File: src/rtl/instruction_fetch_stage_if.sv
// rtl/instruction_fetch_stage_if.sv - instruction memory request/response bus
// master is the fetch stage, slave is the instruction memory.
interface instruction_fetch_stage_if;
  logic        imem_req_valid;
  logic [31:0] imem_req_addr;
  logic        imem_req_ready;
  logic        imem_rsp_valid;
  logic [31:0] imem_rsp_data;

  modport master (
    output imem_req_valid,
    output imem_req_addr,
    input  imem_req_ready,
    input  imem_rsp_valid,
    input  imem_rsp_data
  );

  modport slave (
    input  imem_req_valid,
    input  imem_req_addr,
    output imem_req_ready,
    output imem_rsp_valid,
    output imem_rsp_data
  );
endinterface

File: src/rtl/instruction_fetch_stage.sv
// rtl/instruction_fetch_stage.sv - PC owner, in-order imem fetch, instruction FIFO, redirect flush
// Outstanding requests plus buffered words never exceed DEPTH, so the FIFO cannot overflow.
module instruction_fetch_stage #(
  parameter logic [31:0] RESET_PC = 32'h0000_0000,
  parameter int          DEPTH    = 4
) (
  input  logic                       clk,
  input  logic                       rst,
  instruction_fetch_stage_if.master  imem,
  input  logic                       stall,
  input  logic                       branch_taken,
  input  logic [31:0]                branch_target,
  output logic [31:0]                instruction,
  output logic [31:0]                pc,
  output logic                       valid
);
  localparam int          PW         = $clog2(DEPTH);
  localparam int          CW         = PW + 1;
  localparam logic [CW:0] CREDIT_MAX = (CW+1)'(DEPTH);
  localparam logic [31:0] NOP        = 32'h0000_0013;

  logic [31:0]   fetch_pc;
  logic [31:0]   fifo_word [DEPTH];
  logic [31:0]   fifo_pc   [DEPTH];
  logic [PW-1:0] fifo_rd;
  logic [PW-1:0] fifo_wr;
  logic [CW-1:0] fifo_count;
  logic [31:0]   infl_pc   [DEPTH];
  logic [PW-1:0] infl_rd;
  logic [PW-1:0] infl_wr;
  logic [CW-1:0] outstanding;
  logic [CW-1:0] discard;

  logic          req_fire;
  logic          rsp_fire;
  logic          rsp_keep;
  logic          pop;
  logic [CW:0]   credit_used;
  logic [CW-1:0] outstanding_next;

  assign credit_used         = {1'b0, outstanding} + {1'b0, fifo_count};
  assign imem.imem_req_valid = rst && !branch_taken && (credit_used < CREDIT_MAX);
  assign imem.imem_req_addr  = fetch_pc;

  assign req_fire = imem.imem_req_valid && imem.imem_req_ready;
  // A response with nothing outstanding is illegal and simply ignored.
  assign rsp_fire = imem.imem_rsp_valid && (outstanding != '0);
  assign rsp_keep = rsp_fire && !branch_taken && (discard == '0);
  assign pop      = valid && !stall;

  assign outstanding_next = outstanding + CW'(req_fire) - CW'(rsp_fire);

  assign valid       = (fifo_count != '0);
  assign instruction = valid ? fifo_word[fifo_rd] : NOP;
  assign pc          = valid ? fifo_pc[fifo_rd]   : 32'h0;

  always_ff @(posedge clk or negedge rst) begin
    if (!rst) begin
      fetch_pc    <= RESET_PC;
      fifo_rd     <= '0;
      fifo_wr     <= '0;
      fifo_count  <= '0;
      infl_rd     <= '0;
      infl_wr     <= '0;
      outstanding <= '0;
      discard     <= '0;
    end else begin
      outstanding <= outstanding_next;
      if (req_fire) begin
        infl_wr  <= infl_wr + PW'(1);
        fetch_pc <= fetch_pc + 32'd4;
      end
      if (rsp_fire) begin
        infl_rd <= infl_rd + PW'(1);
      end
      if (branch_taken) begin
        // Everything still in flight belongs to the old path.
        fetch_pc   <= branch_target & 32'hFFFF_FFFC;
        discard    <= outstanding_next;
        fifo_rd    <= '0;
        fifo_wr    <= '0;
        fifo_count <= '0;
      end else begin
        if (rsp_fire && (discard != '0)) begin
          discard <= discard - CW'(1);
        end
        if (rsp_keep) begin
          fifo_wr <= fifo_wr + PW'(1);
        end
        if (pop) begin
          fifo_rd <= fifo_rd + PW'(1);
        end
        fifo_count <= fifo_count + CW'(rsp_keep) - CW'(pop);
      end
    end
  end

  always_ff @(posedge clk) begin
    if (req_fire) begin
      infl_pc[infl_wr] <= fetch_pc;
    end
    if (rsp_keep) begin
      fifo_word[fifo_wr] <= imem.imem_rsp_data;
      fifo_pc[fifo_wr]   <= infl_pc[infl_rd];
    end
  end
endmodule
File: src/flat_wrapper.sv
// flat-port wrapper written by rule: the top's interface ports become plain ports
module instruction_fetch_stage_flat 
#(
  parameter logic [31:0] RESET_PC = 32'h0000_0000,
  parameter int          DEPTH    = 4
)
  (clk, rst, stall, branch_taken, branch_target, instruction, pc, valid, imem_imem_req_valid, imem_imem_req_addr, imem_imem_req_ready, imem_imem_rsp_valid, imem_imem_rsp_data);
  instruction_fetch_stage_if imem_i ();
  input  logic clk;
  input  logic rst;
  input  logic stall;
  input  logic branch_taken;
  input  logic [31:0] branch_target;
  output logic [31:0] instruction;
  output logic [31:0] pc;
  output logic valid;
  output wire logic [$bits(imem_i.imem_req_valid)-1:0] imem_imem_req_valid;
  output wire logic [$bits(imem_i.imem_req_addr)-1:0] imem_imem_req_addr;
  input wire logic [$bits(imem_i.imem_req_ready)-1:0] imem_imem_req_ready;
  input wire logic [$bits(imem_i.imem_rsp_valid)-1:0] imem_imem_rsp_valid;
  input wire logic [$bits(imem_i.imem_rsp_data)-1:0] imem_imem_rsp_data;
  assign imem_imem_req_valid = imem_i.imem_req_valid;
  assign imem_imem_req_addr = imem_i.imem_req_addr;
  assign imem_i.imem_req_ready = imem_imem_req_ready;
  assign imem_i.imem_rsp_valid = imem_imem_rsp_valid;
  assign imem_i.imem_rsp_data = imem_imem_rsp_data;
  instruction_fetch_stage #(.RESET_PC(RESET_PC), .DEPTH(DEPTH)) u_core (.clk(clk), .rst(rst), .imem(imem_i), .stall(stall), .branch_taken(branch_taken), .branch_target(branch_target), .instruction(instruction), .pc(pc), .valid(valid));
endmodule
File: config.mk
export PLATFORM = sky130hd
export DESIGN_NAME = instruction_fetch_stage_flat
export DESIGN_NICKNAME = d
export VERILOG_FILES = /design/src/rtl/instruction_fetch_stage_if.sv /design/src/rtl/instruction_fetch_stage.sv /design/src/flat_wrapper.sv
export SDC_FILE = /design/constraint.sdc
export NUM_CORES = 1
export LEC_CHECK = 0
export BUFFER_PORTS_ARGS = -buffer_cell sky130_fd_sc_hd__buf_2
export CAP_MARGIN = 20
export CORE_MARGIN = 1.5
export CORE_UTILIZATION = 30
export CTS_BUF_LIST = sky130_fd_sc_hd__clkbuf_8
export DETAILED_ROUTE_END_ITERATION = 7
export PLACE_DENSITY = 0.51
export SLEW_MARGIN = 25
export SYNTH_ARGS = -nofsm -noshare
export SYNTH_HDL_FRONTEND = slang
export SYNTH_SLANG_ARGS = --single-unit
export TNS_END_PERCENT = 1
File: constraint.sdc
create_clock -name clk -period 5.5 [get_ports clk]
set_input_delay 0.275 -clock clk [delete_from_list [all_inputs] [get_ports clk]]
set_output_delay 0.275 -clock clk [all_outputs]
set_load 0.005 [all_outputs]
Word-level counts from Yosys, hierarchy flattened
Memory sizes are Yosys's and may differ from the RTL's.
Index checks and enable logic that the tools add are counted.
{"block": "classes", "addsub": 11, "order_cmp": 1, "muxes": 15, "n_reduce_logical": 18}
{"cell": "32-bit 2-to-1 mux", "count": 4}
{"cell": "32-bit by 3-bit adder with 32-bit output, second input constant", "count": 1}
{"cell": "3-bit 2-to-1 mux", "count": 3}
{"cell": "3-bit nonzero test", "count": 3}
{"cell": "2-bit by 1-bit adder with 2-bit output, second input constant", "count": 4}
{"cell": "1-bit logical AND", "count": 8}
{"cell": "2-bit 2-to-1 mux", "count": 4}
{"cell": "2-bit nonzero test", "count": 4}
{"cell": "3-bit by 1-bit adder with 3-bit output", "count": 2}
{"cell": "3-bit by 1-bit subtractor with 3-bit output", "count": 2}
{"cell": "3-bit by 3-bit adder with 4-bit output", "count": 1}
{"cell": "4-bit by 3-bit less-than comparator with 1-bit output, second input constant", "count": 1}
{"cell": "1-bit 2-to-1 mux", "count": 4}
{"cell": "3-bit logical NOT", "count": 1}
{"cell": "3-bit by 1-bit subtractor with 3-bit output, second input constant", "count": 1}
{"cell": "1-bit logical NOT", "count": 2}
{"block": "word_totals", "ff_bits": 49, "mem_bits_rw": 384, "input_bits": 70, "output_inout_bits": 98, "word_cells": 56, "n_memories": 3}
{"memory": "u_core.fifo_pc", "depth": 4, "width": 32, "rd": 1, "rd_clocked_by_memory_dff": 0, "write_ports": 1, "line": "instruction_fetch_stage.sv:24", "text": "logic [31:0] fifo_pc [DEPTH];"}
{"memory": "u_core.fifo_word", "depth": 4, "width": 32, "rd": 1, "rd_clocked_by_memory_dff": 0, "write_ports": 1, "line": "instruction_fetch_stage.sv:23", "text": "logic [31:0] fifo_word [DEPTH];"}
{"memory": "u_core.infl_pc", "depth": 4, "width": 32, "rd": 1, "rd_clocked_by_memory_dff": 0, "write_ports": 1, "line": "instruction_fetch_stage.sv:28", "text": "logic [31:0] infl_pc [DEPTH];"}

Longest topological paths before layout
Gate-level depths: netlist of the first run.
{"block": "depth", "ltp_word": 7, "depth_mapped": 13, "depth_no_buf": 11}

Least setup slack after synthesis of the first run
OpenSTA, ideal clock, no wires.
{"block": "synth_path", "path_kind": "register -> register", "startpoint": "register u_core.discard[0]", "endpoint": "memory u_core.fifo_pc[0][10], enable pin", "setup_time_ns": 0.426, "arrival_time_ns": 2.596, "required_ns": 5.074, "path_slack_ns": 2.477, "stages_incl_launch_ff": 7, "n_path_buf": 0, "synth_period_minus_slack_ns": 3.023, "path_cell_list": "dfrtp_1 inv_1 ha_1 nor2b_1 nand2_1 nor2_1 and2_1"}
{"block": "synth_between", "elab_chain_cells": 4}
{"element": "from (decl)", "line": "instruction_fetch_stage.sv:32", "text": "logic [CW-1:0] discard;"}
{"element": "from (signal assigned)", "line": "instruction_fetch_stage.sv:79", "text": "discard <= outstanding_next;"}
{"element": "from (signal assigned)", "line": "instruction_fetch_stage.sv:85", "text": "discard <= discard - CW'(1);"}
{"element": "3-bit logical NOT", "line": "instruction_fetch_stage.sv:48", "text": "assign rsp_keep = rsp_fire && !branch_taken && (discard == '0);"}
{"element": "1-bit logical AND", "line": "instruction_fetch_stage.sv:48"}
{"element": "1-bit 2-to-1 mux", "line": "instruction_fetch_stage.sv:102", "text": "if (rsp_keep) begin"}
{"element": "1-bit 2-to-1 mux (implied by the code)", "line": "instruction_fetch_stage.sv:104", "text": "fifo_pc[fifo_wr] <= infl_pc[infl_rd];"}
{"element": "to (decl)", "line": "instruction_fetch_stage.sv:24"}
Every way passes these cells.

Worst setup path in the final report of the first run
{"block": "layout_path", "startpoint": "register u_core.fifo_rd[0]", "endpoint": "output port instruction[4]"}
{"block": "layout_between", "elab_chain_cells": 2}
{"element": "from (decl)", "line": "instruction_fetch_stage.sv:25", "text": "logic [PW-1:0] fifo_rd;"}
{"element": "from (signal assigned)", "line": "instruction_fetch_stage.sv:91", "text": "fifo_rd <= fifo_rd + PW'(1);"}
{"element": "memory 4 x 32 bit"}
{"element": "32-bit 2-to-1 mux", "line": "instruction_fetch_stage.sv:54", "text": "assign instruction = valid ? fifo_word[fifo_rd] : NOP;"}
{"element": "to (decl)", "line": "flat_wrapper.sv:14", "text": "output logic [31:0] instruction;"}
Every way passes these cells.

==> results of run 1 <==
[worst max-delay path by stage]
stage	from	end	cells after the start
CTS	u_core.fifo_rd[0]	instruction[4]	4
global placement	u_core.fifo_count[1]	u_core.fifo_count[2]	11
floorplan	u_core.discard[0]	u_core.fifo_pc[0][10]	6
finish	u_core.fifo_rd[0]	instruction[4]	4
global route	u_core.fifo_rd[0]	instruction[4]	4
detailed placement	u_core.fifo_count[1]	u_core.fifo_count[2]	11
[registers in the layout (all words and copies together) (netlist names)]
| name | count |
|---|---|
| u_core.fifo_word | 128 |
| u_core.infl_rd | 2 |
| u_core.infl_pc | 120 |
| u_core.outstanding | 3 |
| u_core.fifo_wr | 2 |
| u_core.fifo_count | 3 |
| u_core.imem.imem_req_addr | 30 |
| u_core.infl_wr | 2 |
| u_core.fifo_pc | 120 |
| u_core.discard | 3 |
| u_core.fifo_rd | 2 |
[cell type report]
cell class	count	area (µm²)
Fill cell	5115	34000
Sequential cell	415	12200
Multi-Input combinational cell	401	4100
Timing Repair Buffer	244	1610
Clock buffer	75	1030
Tap cell	696	871
Clock inverter	64	298
Inverter	22	82.6
[kinds of logic after synthesis]
family | Yosys count | share of synthesized area [%]
simple gates | 203 | 6.96
mux | 96 | 12.7
fa+ha+maj | 19 | 1.52
flops | 415 | 73.7
compound gates | 68 | 2.74
buf+inv | 65 | 1.72
xor+xnor | 11 | 0.581
other cells | 1 | 0.0226
[routing by layer]
layer	global-route usage, %	vias up
li1	-	4067
met1	17.7	4579
met2	22.4	229
met3	3.17	73
met4	5.54	0
met5	0	-
[power groups by stage]
stage                     sequential [W]  clock, W  combinational, W
after floorplan                  0.00396         0           0.00144
after global placement           0.00416         0           0.00211
after detailed placement         0.00418         0           0.00214
after CTS                        0.00411   0.00268           0.00218
after global routing             0.00414   0.00280           0.00234
final                            0.00410   0.00256           0.00209
[metrics by stage]
| stage | total power [W] | instance area [µm²] |
|---|---|---|
| after CTS | 0.00897 | 20200 |
| after global routing | 0.00928 | 20200 |
| after floorplan | 0.00540 | 16600 |
| after detailed placement | 0.00631 | 18300 |
| after global placement | 0.00628 | 18300 |
| final | 0.00875 | 20200 |
[synthesized netlist by cell type, types with 12 or more instances]
master,instances
ha_1,17
inv_1,21
buf_2,12
edfxtp_1,368
nor2b_1,66
nor2_1,25
clkbuf_1,20
nand2_1,45
mux4_2,92
dfrtp_1,47
nand3_1,12
o21ai_0,26
[critical path, cell delays in order, from the launching register on]
cell,delay [ps]
dfrtp_4,880
buf_4,530
mux4_2,550
or2_2,280
buf_2,130
[timing repair]
| item | in CTS | in global routing |
|---|---|---|
| buffers inserted | 0 | 0 |
| hold buffers | 64 | 0 |
| endpoints found under the hold margin | 206 | 0 |
==> results.yml, run 1 <==
sta:
  fin_skew_ps: 25.7
  setup_viol: 0
  tightest_slew_ps: 982
  setup_slack_ps: 2190
  timing.hold.ws_ps: 117
  finalCriticalPeriod_ps: 3310
  relSlewSlack_pct: 34.5
  maxSlewViolCount: 0
  setup_tns_ps: 0
  clock.fmax_ghz: 0.303
  fin_crit_sh_pct: 60.1
  rsz0062_at_grt: "no"
  hold_viol_final: 0
global_route:
  grt_usage_pct: 13.7
  grt_pass1_vias: 9427
  grt_max_degree: 65
  grt_pass1_wl_mm: 57.8
  overflow: 0
  antenna_found_initial: 0
worst_setup_path:
  crit_type: "reg -> out"
  reg2reg_to: "u_core.fifo_count[2]"
  end_kind: "output pin"
  r2r_start: "u_core.fifo_count[1]"
  cp.required_ps: 5220
  r2r_cells: 11
  crit_path_max_fanout: 29
  worstPathArrival_ps: 3030
  ff2ff_setup_slack_ps: 2510
  startpoint_type: "register"
synthesis:
  synth_top_cells_by_area: "edfxtp_1 (67%), mux4_2 (12%), dfrtp_1 (7.1%)"
  ys_seq_area_share_pct: 73.7
  synth.distinct_cells: 48
  synth_enable_flop_cells: 368
  ys.flop_type: "edfxtp_1"
  synthCells: 878
  yosys.area.top_type_share_pct: 66.6
  synth.cell_area_um2: 16600
  synthArstFlopShare_pct: 11.3
  avgSynthCellArea_um2: 18.9
  yosys.area.top_type: "edfxtp_1"
  synth_warnings: 0
  ys_ff_latch: 415
cts:
  clk_latency_ps: 640
  clock-root-buffer: "clkbuf_8"
  htree_levels: 3
  path_clk_slew_ps: 60
  cts_tree: "built"
  cts_sinks: 415
  ctsResizeCount: 0
  clk_path_buf_depth: 3
  numCtsBuffers: 75
detailed_routing:
  route.met3.wl_mm: 1.95
  top_layer: "met4"
  wl_met2_mm: 18.4
  vias: 8948
  dr.pass1.iters: 5
  drc: 0
  wl_mm: 38.4
  met1Wirelength_mm: 17.1
  wire_per_inst_um: 20.0
  drt-initial-drc-count: 384
  ant_nets: 0
  vias_per_cell: 4.67
pwr:
  irDropWorstVdd_mv: 0.316
  p_int_w: 0.00610
  power_frac_comb_pct: 23.9
  p_per_area_nw_per_um2: 432
  p_leak_nw: 7.10
  clkPwrFrac_pct: 29.3
  p_sw_share_pct: 30.3
  power_switching_w: 0.00265
  p_seq_share_pct: 46.8
finish:
  drive_above_1_share_pct: 31.4
  syn_to_final_growth_pct: 22.0
  mostFrequentLayoutCell: "edfxtp_1"
  diodes: 0
  layout_common_cells: "edfxtp_1 (368), buf_2 (161), mux4_2 (92), clkbuf_8 (75), nor2b_1 (66)"
  fin_util_pct: 37.3
  finalNonFillerCells: 1917
  nets: 1248
status:
  status: "finished, final reports clean"
die:
  die_w_um: 238
  num_rows: 85
  ios: 168
  die_height_um: 238
  core_area_um2: 54200
  dieArea_um2: 56700
  start_util_pct: 30.6
placement:
  dp_slack_ps: 2420
  port_buffers: 161
  globalplace.congestion: 0.750
  dp_cells: 1714
  hpwlAfterDp_mm: 23.2
min_path:
  min_path_cells: 3
  min_path_type: "in -> reg"
  min_to: "u_core.infl_rd[0]"
  min_from: "imem_imem_rsp_valid"
flow_run:
  max_cap_violations: 0
(Power assumes the default switching activity.)
==> run 2, diff against run 1 <==
Settings changed: PLACE_DENSITY 0.51 to 0.53.
Clock period 5.5 ns to 2.7 ns, I/O delays scaled along.
==> run 2 against run 1 <==
  * Via count grew 1.7%
  * First-iteration DRC count grew 35%
  * Hold slack lost 32 ps
  * Largest power group unchanged
  * Highest routed layer unchanged
==> results.yml, run 2 (synthesis results as in run 1) <==
pwr:
  irDropWorstVdd_mv: 0.604
  p_sw_share_pct: 29.4
  p_per_area_nw_per_um2: 882
  total_power_w: 0.0183
  clkPwrFrac_pct: 29.5
  p_leak_nw: 7.36
  p_seq_share_pct: 44.5
  power_switching_w: 0.00537
  power_frac_comb_pct: 26.0
  p_int_w: 0.0129
die:
  core_area_um2: 54200
  ios: 168
  start_util_pct: 30.6
  die_w_um: 238
  num_rows: 85
  dieArea_um2: 56700
  die_height_um: 238
cts:
  clk_path_buf_depth: 3
  path_clk_slew_ps: 50
  numCtsBuffers: 75
  clk_latency_ps: 620
  cts_tree: "built"
  cts_sinks: 415
  htree_levels: 3
  clock-root-buffer: "clkbuf_8"
sta:
  maxSlewViolCount: 0
  setup_slack_ps: 205
  tightest_slew_ps: 815
  fin_crit_sh_pct: 92.4
  relSlewSlack_pct: 45.2
  finalCriticalPeriod_ps: 2500
  clock.fmax_ghz: 0.401
  hold_viol_final: 0
  fin_skew_ps: 23.6
  rsz0062_at_grt: "no"
  setup_viol: 0
detailed_routing:
  wire_per_inst_um: 20.2
  drt-initial-drc-count: 519
  wl_mm: 39.1
  dr.pass1.iters: 5
  vias: 9101
  vias_per_cell: 4.69
  ant_nets: 0
  drc: 0
finish:
  syn_to_final_growth_pct: 24.8
  n_fill_cell: 5051
  diodes: 0
  largest_register: "u_core.fifo_word"
  largest_register_ffs: 128
  nets: 1275
  layout_common_cells: "edfxtp_1 (368), buf_2 (161), mux4_2 (92), clkbuf_8 (79), dlygate4sd3_1 (67)"
  largestRegisters: "u_core.fifo_word x128, u_core.fifo_pc x120, u_core.infl_pc x120"
  drive_above_1_share_pct: 32.6
  mostFrequentLayoutCell: "edfxtp_1"
  fin_util_pct: 38.2
flow_run:
  max_cap_violations: 0
status:
  status: "finished, final reports clean"
worst_setup_path:
  worstPathArrival_ps: 2360
  ff2ff_setup_slack_ps: 340
  cp.required_ps: 2570
  crit_path_max_fanout: 21
  end_kind: "output pin"
  reg2reg_to: "u_core.infl_pc[0][26]"
  startpoint_type: "register"
  crit_type: "reg -> out"
  r2r_cells: 7
  r2r_start: "u_core.outstanding[1]"
placement:
  port_buffers: 161
  globalplace.congestion: 0.747
  dp_slack_ps: 341
  hpwlAfterDp_mm: 24.1
global_route:
  grt_usage_pct: 14.0
  grt_pass1_vias: 9622
  antenna_found_initial: 0
  grt_pass1_wl_mm: 59.0
  grt_max_degree: 64
  overflow: 0
min_path:
  min_from: "imem_imem_req_ready"
  min_path_type: "in -> reg"
  min_path_cells: 5
  min_to: "u_core.imem.imem_req_addr[17]"
## run 2: metal layers
layer,share of wire [%],vias to the layer above,global-route usage (%)
li1,-,4114,-
met1,45,4680,18.5
met2,49,244,23.0
met3,4.6,63,3.45
met4,1.9,0,4.05
met5,0,-,0
## run 2: worst max-delay path by stage
stage / from / endpoint / slack, ps / cells after the start
3_3_place_gp: u_core.outstanding[2] / u_core.infl_pc[3][5] / 380 / 7
6_report: u_core.fifo_rd[0] / instruction[4] / 200 / 4
5_1_grt: u_core.fifo_rd[0] / instruction[4] / 60 / 4
3_5_place_dp: u_core.outstanding[1] / u_core.infl_pc[0][12] / 340 / 7
2_1_floorplan: u_core.discard[0] / u_core.fifo_pc[1][10] / -320 / 6
4_1_cts: u_core.fifo_rd[0] / instruction[4] / 90 / 4
## run 2: through the flow
stage | TNS (ps) | hold WS [ps] | cell area, µm² | instances
after floorplan | -64850 | -161 | 16600 | 881
after global placement | 0 | 342 | 18600 | 1735
after detailed placement | 0 | 345 | 18600 | 1735
after CTS | 0 | 13.8 | 20700 | 1940
after global routing | 0 | 59.2 | 20700 | 1940
final | 0 | 85.3 | 20700 | 1940
## run 2: repair_timing
item,in CTS,in global routing
resized for setup,1,0
setup buffers,3,0
hold endpoints to repair,214,0
endpoints found under the setup margin,23,0
hold buffers,67,0
## run 2: power by group through the flow
stage	Combinational, W	Sequential (W)	Clock [W]
after detailed placement	0.00473	0.00831	0
final	0.00475	0.00812	0.00538
after CTS	0.00494	0.00813	0.00562
after floorplan	0.00292	0.00807	0
after global routing	0.00528	0.00818	0.00588
after global placement	0.00466	0.00829	0
## run 2: area by class of cell
cell class / count / area, µm² / area share [%]
Clock buffer: 79 / 1090 / 5.25
Clock inverter: 56 / 279 / 1.35
Inverter: 22 / 82.6 / 0.399
Multi-Input combinational cell: 401 / 4100 / 19.8
Sequential cell: 415 / 12200 / 59.1
Tap cell: 696 / 871 / 4.21
Timing Repair Buffer: 271 / 2040 / 9.86
## run 2: worst max-delay path, cell delays in order, from the launching register on
cell and delay (ps):
dfrtp_4 540, buf_12 250, mux4_2 530, or2_2 290, buf_2 130
==> run 3, diff against run 2 <==
--- a/config.mk
+++ b/config.mk
@@ -12,5 +12,5 @@
 export CTS_BUF_LIST = sky130_fd_sc_hd__clkbuf_8
 export DETAILED_ROUTE_END_ITERATION = 7
-export PLACE_DENSITY = 0.53
+export PLACE_DENSITY = 0.58
 export SLEW_MARGIN = 25
 export SYNTH_ARGS = -nofsm -noshare
==> constraint.sdc (replaced) <==
create_clock -name clk -period 2.7 [get_ports clk]
set_input_delay 0.81 -clock clk [delete_from_list [all_inputs] [get_ports clk]]
set_output_delay 0.81 -clock clk [all_outputs]
set_load 0.005 [all_outputs]
==> run 3 against run 2 <==
  * The flow now finishes with violations (negative setup slack)
  * Critical path depth up 2
  * Fmax down 19%
  * First-iteration DRC count up 11%
  * Sequential cell count unchanged
  * Die area unchanged
  * Critical path type unchanged
==> results.yml, run 3 (synthesis results as in run 1) <==
cts:
  cts_sinks: 415
  numCtsBuffers: 74
  htree_levels: 3
  cts_tree: "built"
  clk_latency_ps: 620
  path_clk_slew_ps: 60
  clk_path_buf_depth: 3
  clock-root-buffer: "clkbuf_8"
worst_setup_path:
  crit_type: "reg -> out"
  critPathMaxStageDelay_ps: 520
  crit_top_cell: "buf_12"
  crit_path_max_fanout: 5
  cp_slowest_cell: "dfrtp_4"
  startpoint_type: "register"
  crit_chain: "buf_12 -> buf_12 -> buf_12 -> mux4_2 -> nor2b_1 -> buf_2"
  cp.required_ps: 1890
  worstPathArrival_ps: 2270
  end_kind: "output pin"
pwr:
  power_frac_comb_pct: 28.3
  irDropWorstVdd_mv: 0.445
  p_sw_share_pct: 29.5
  p_per_area_nw_per_um2: 911
  p_seq_share_pct: 43.5
  total_power_w: 0.0187
  clkPwrFrac_pct: 28.2
  p_int_w: 0.0132
  power_switching_w: 0.00550
  p_leak_nw: 7.22
sta:
  hold_viol_final: 0
  setup_viol: 63
  finalCriticalPeriod_ps: 3080
  fin_skew_ps: 23.5
  relSlewSlack_pct: 54.7
  maxSlewViolCount: 0
  setup_slack_ps: -382
  clock.fmax_ghz: 0.324
  fin_crit_sh_pct: 114
  rsz0062_at_grt: "yes"
  tightest_slew_ps: 673
placement:
  globalplace.congestion: 0.803
  dp_slack_ps: 136
  port_buffers: 161
  hpwlAfterDp_mm: 24.8
detailed_routing:
  dr.pass1.iters: 4
  ant_nets: 0
  drc: 0
  wl_mm: 38.8
  wire_per_inst_um: 20.4
  vias: 8944
  vias_per_cell: 4.71
  drt-initial-drc-count: 576
global_route:
  grt_pass1_vias: 9519
  grt_use_met1_pct: 18.1
  gr-usage-met3_pct: 3.25
  grt_pass1_wl_mm: 58.6
  antenna_found_initial: 0
  top_usage_layer: "met2"
  overflow: 0
  grt_usage_pct: 14.0
  grt_max_degree: 64
  met2_usage_pct: 23.1
finish:
  nets: 1238
  largestRegisters: "u_core.fifo_word x128, u_core.fifo_pc x120, u_core.infl_pc x120"
  layout_common_cells: "edfxtp_1 (368), buf_2 (159), mux4_2 (92), clkbuf_8 (79), nor2b_1 (64)"
  drive_above_1_share_pct: 36.9
  fin_util_pct: 37.8
  syn_to_final_growth_pct: 23.5
  largest_register: "u_core.fifo_word"
  largest_register_ffs: 128
  mostFrequentLayoutCell: "edfxtp_1"
die:
  ios: 168
  die_height_um: 238
  die_w_um: 238
  dieArea_um2: 56700
  start_util_pct: 30.6
  num_rows: 85
  core_area_um2: 54200
status:
  status: "finished with violations"
  violations: "negative setup slack"
flow_run:
  max_cap_violations: 0
min_path:
  min_path_type: "in -> async"
run 3: cell types whose count changed in the layout (fill, tap and decap cells not counted), moves of 4 or more:
cell           before  now
clkinv_1            7   14
buf_12             19   27
buf_4              23   36
dlygate4sd3_1      67    0
clkinvlp_4          0    4
buf_6               1    7
inv_1              58   45
run 3: path summary, 6_finish.rpt:
check | start | end | slack (ps) | cells past startpoint
min in group clk | imem_imem_rsp_data[31] | u_core.fifo_word[2][31] | 400 | 1
hold / removal | rst | u_core.imem.imem_req_addr[25] | 350 | 2
setup / recovery | u_core.fifo_rd[0] | instruction[13] | -380 | 6
hold reg to reg | u_core.discard[0] | u_core.discard[0] | 600 | 2
setup reg to reg | u_core.imem.imem_req_addr[8] | u_core.imem.imem_req_addr[20] | 400 | 5
max in group asynchronous | rst | u_core.fifo_rd[1] | 1850 | 2
run 3: timing repair:
action	in CTS	in global routing
resized for setup	15	11
cloned	2	0
buffers inserted	10	0
endpoints found under the setup margin	64	64
hold buffers	0	0
pin swaps	0	2
run 3: through the flow:
step	hold slack (ps)	cell area, µm²	setup TNS (ps)	cells
6_report	349	20500	-18540	1898
5_1_grt	339	20500	-26460	1897
3_3_place_gp	573	18900	0	1757
3_5_place_dp	585	18900	0	1757
2_1_floorplan	514	16600	-167890	881
4_1_cts	315	20400	-24730	1897
run 3: critical path, delay by kind of cell (launching register included):
| family | cells | cell delay (ps) |
|---|---|---|
| buffers and inverters | 4 | 570 |
| DFF | 1 | 520 |
| muxes | 1 | 420 |
| and+or+nand+nor | 1 | 150 |
run 3: layout make-up:
| cell class | count | area (µm²) |
|---|---|---|
| antenna | 1 | 2.50 |
| clock buffer | 79 | 1090 |
| clock inverter | 49 | 233 |
| fill | 5057 | 33800 |
| inverter | 22 | 82.6 |
| multi-input combinational | 401 | 4140 |
| sequential | 415 | 12200 |
| tap | 696 | 871 |
| timing repair buffer | 235 | 1820 |
run 3: metal layers:
| metal | vias to the layer above | share of wire (%) |
|---|---|---|
| met5 | - | 0 |
| met1 | 4600 | 44 |
| met3 | 65 | 4.4 |
| met2 | 232 | 49 |
| li1 | 4047 | - |
| met4 | 0 | 2.4 |
run 3: power groups by stage:
stage	Sequential [W]	Clock, W	Combinational, W
after floorplan	0.00807	0	0.00292
after global placement	0.00822	0	0.00493
after detailed placement	0.00824	0	0.00500
after CTS	0.00811	0.00546	0.00541
after global routing	0.00817	0.00575	0.00583
final	0.00812	0.00526	0.00528
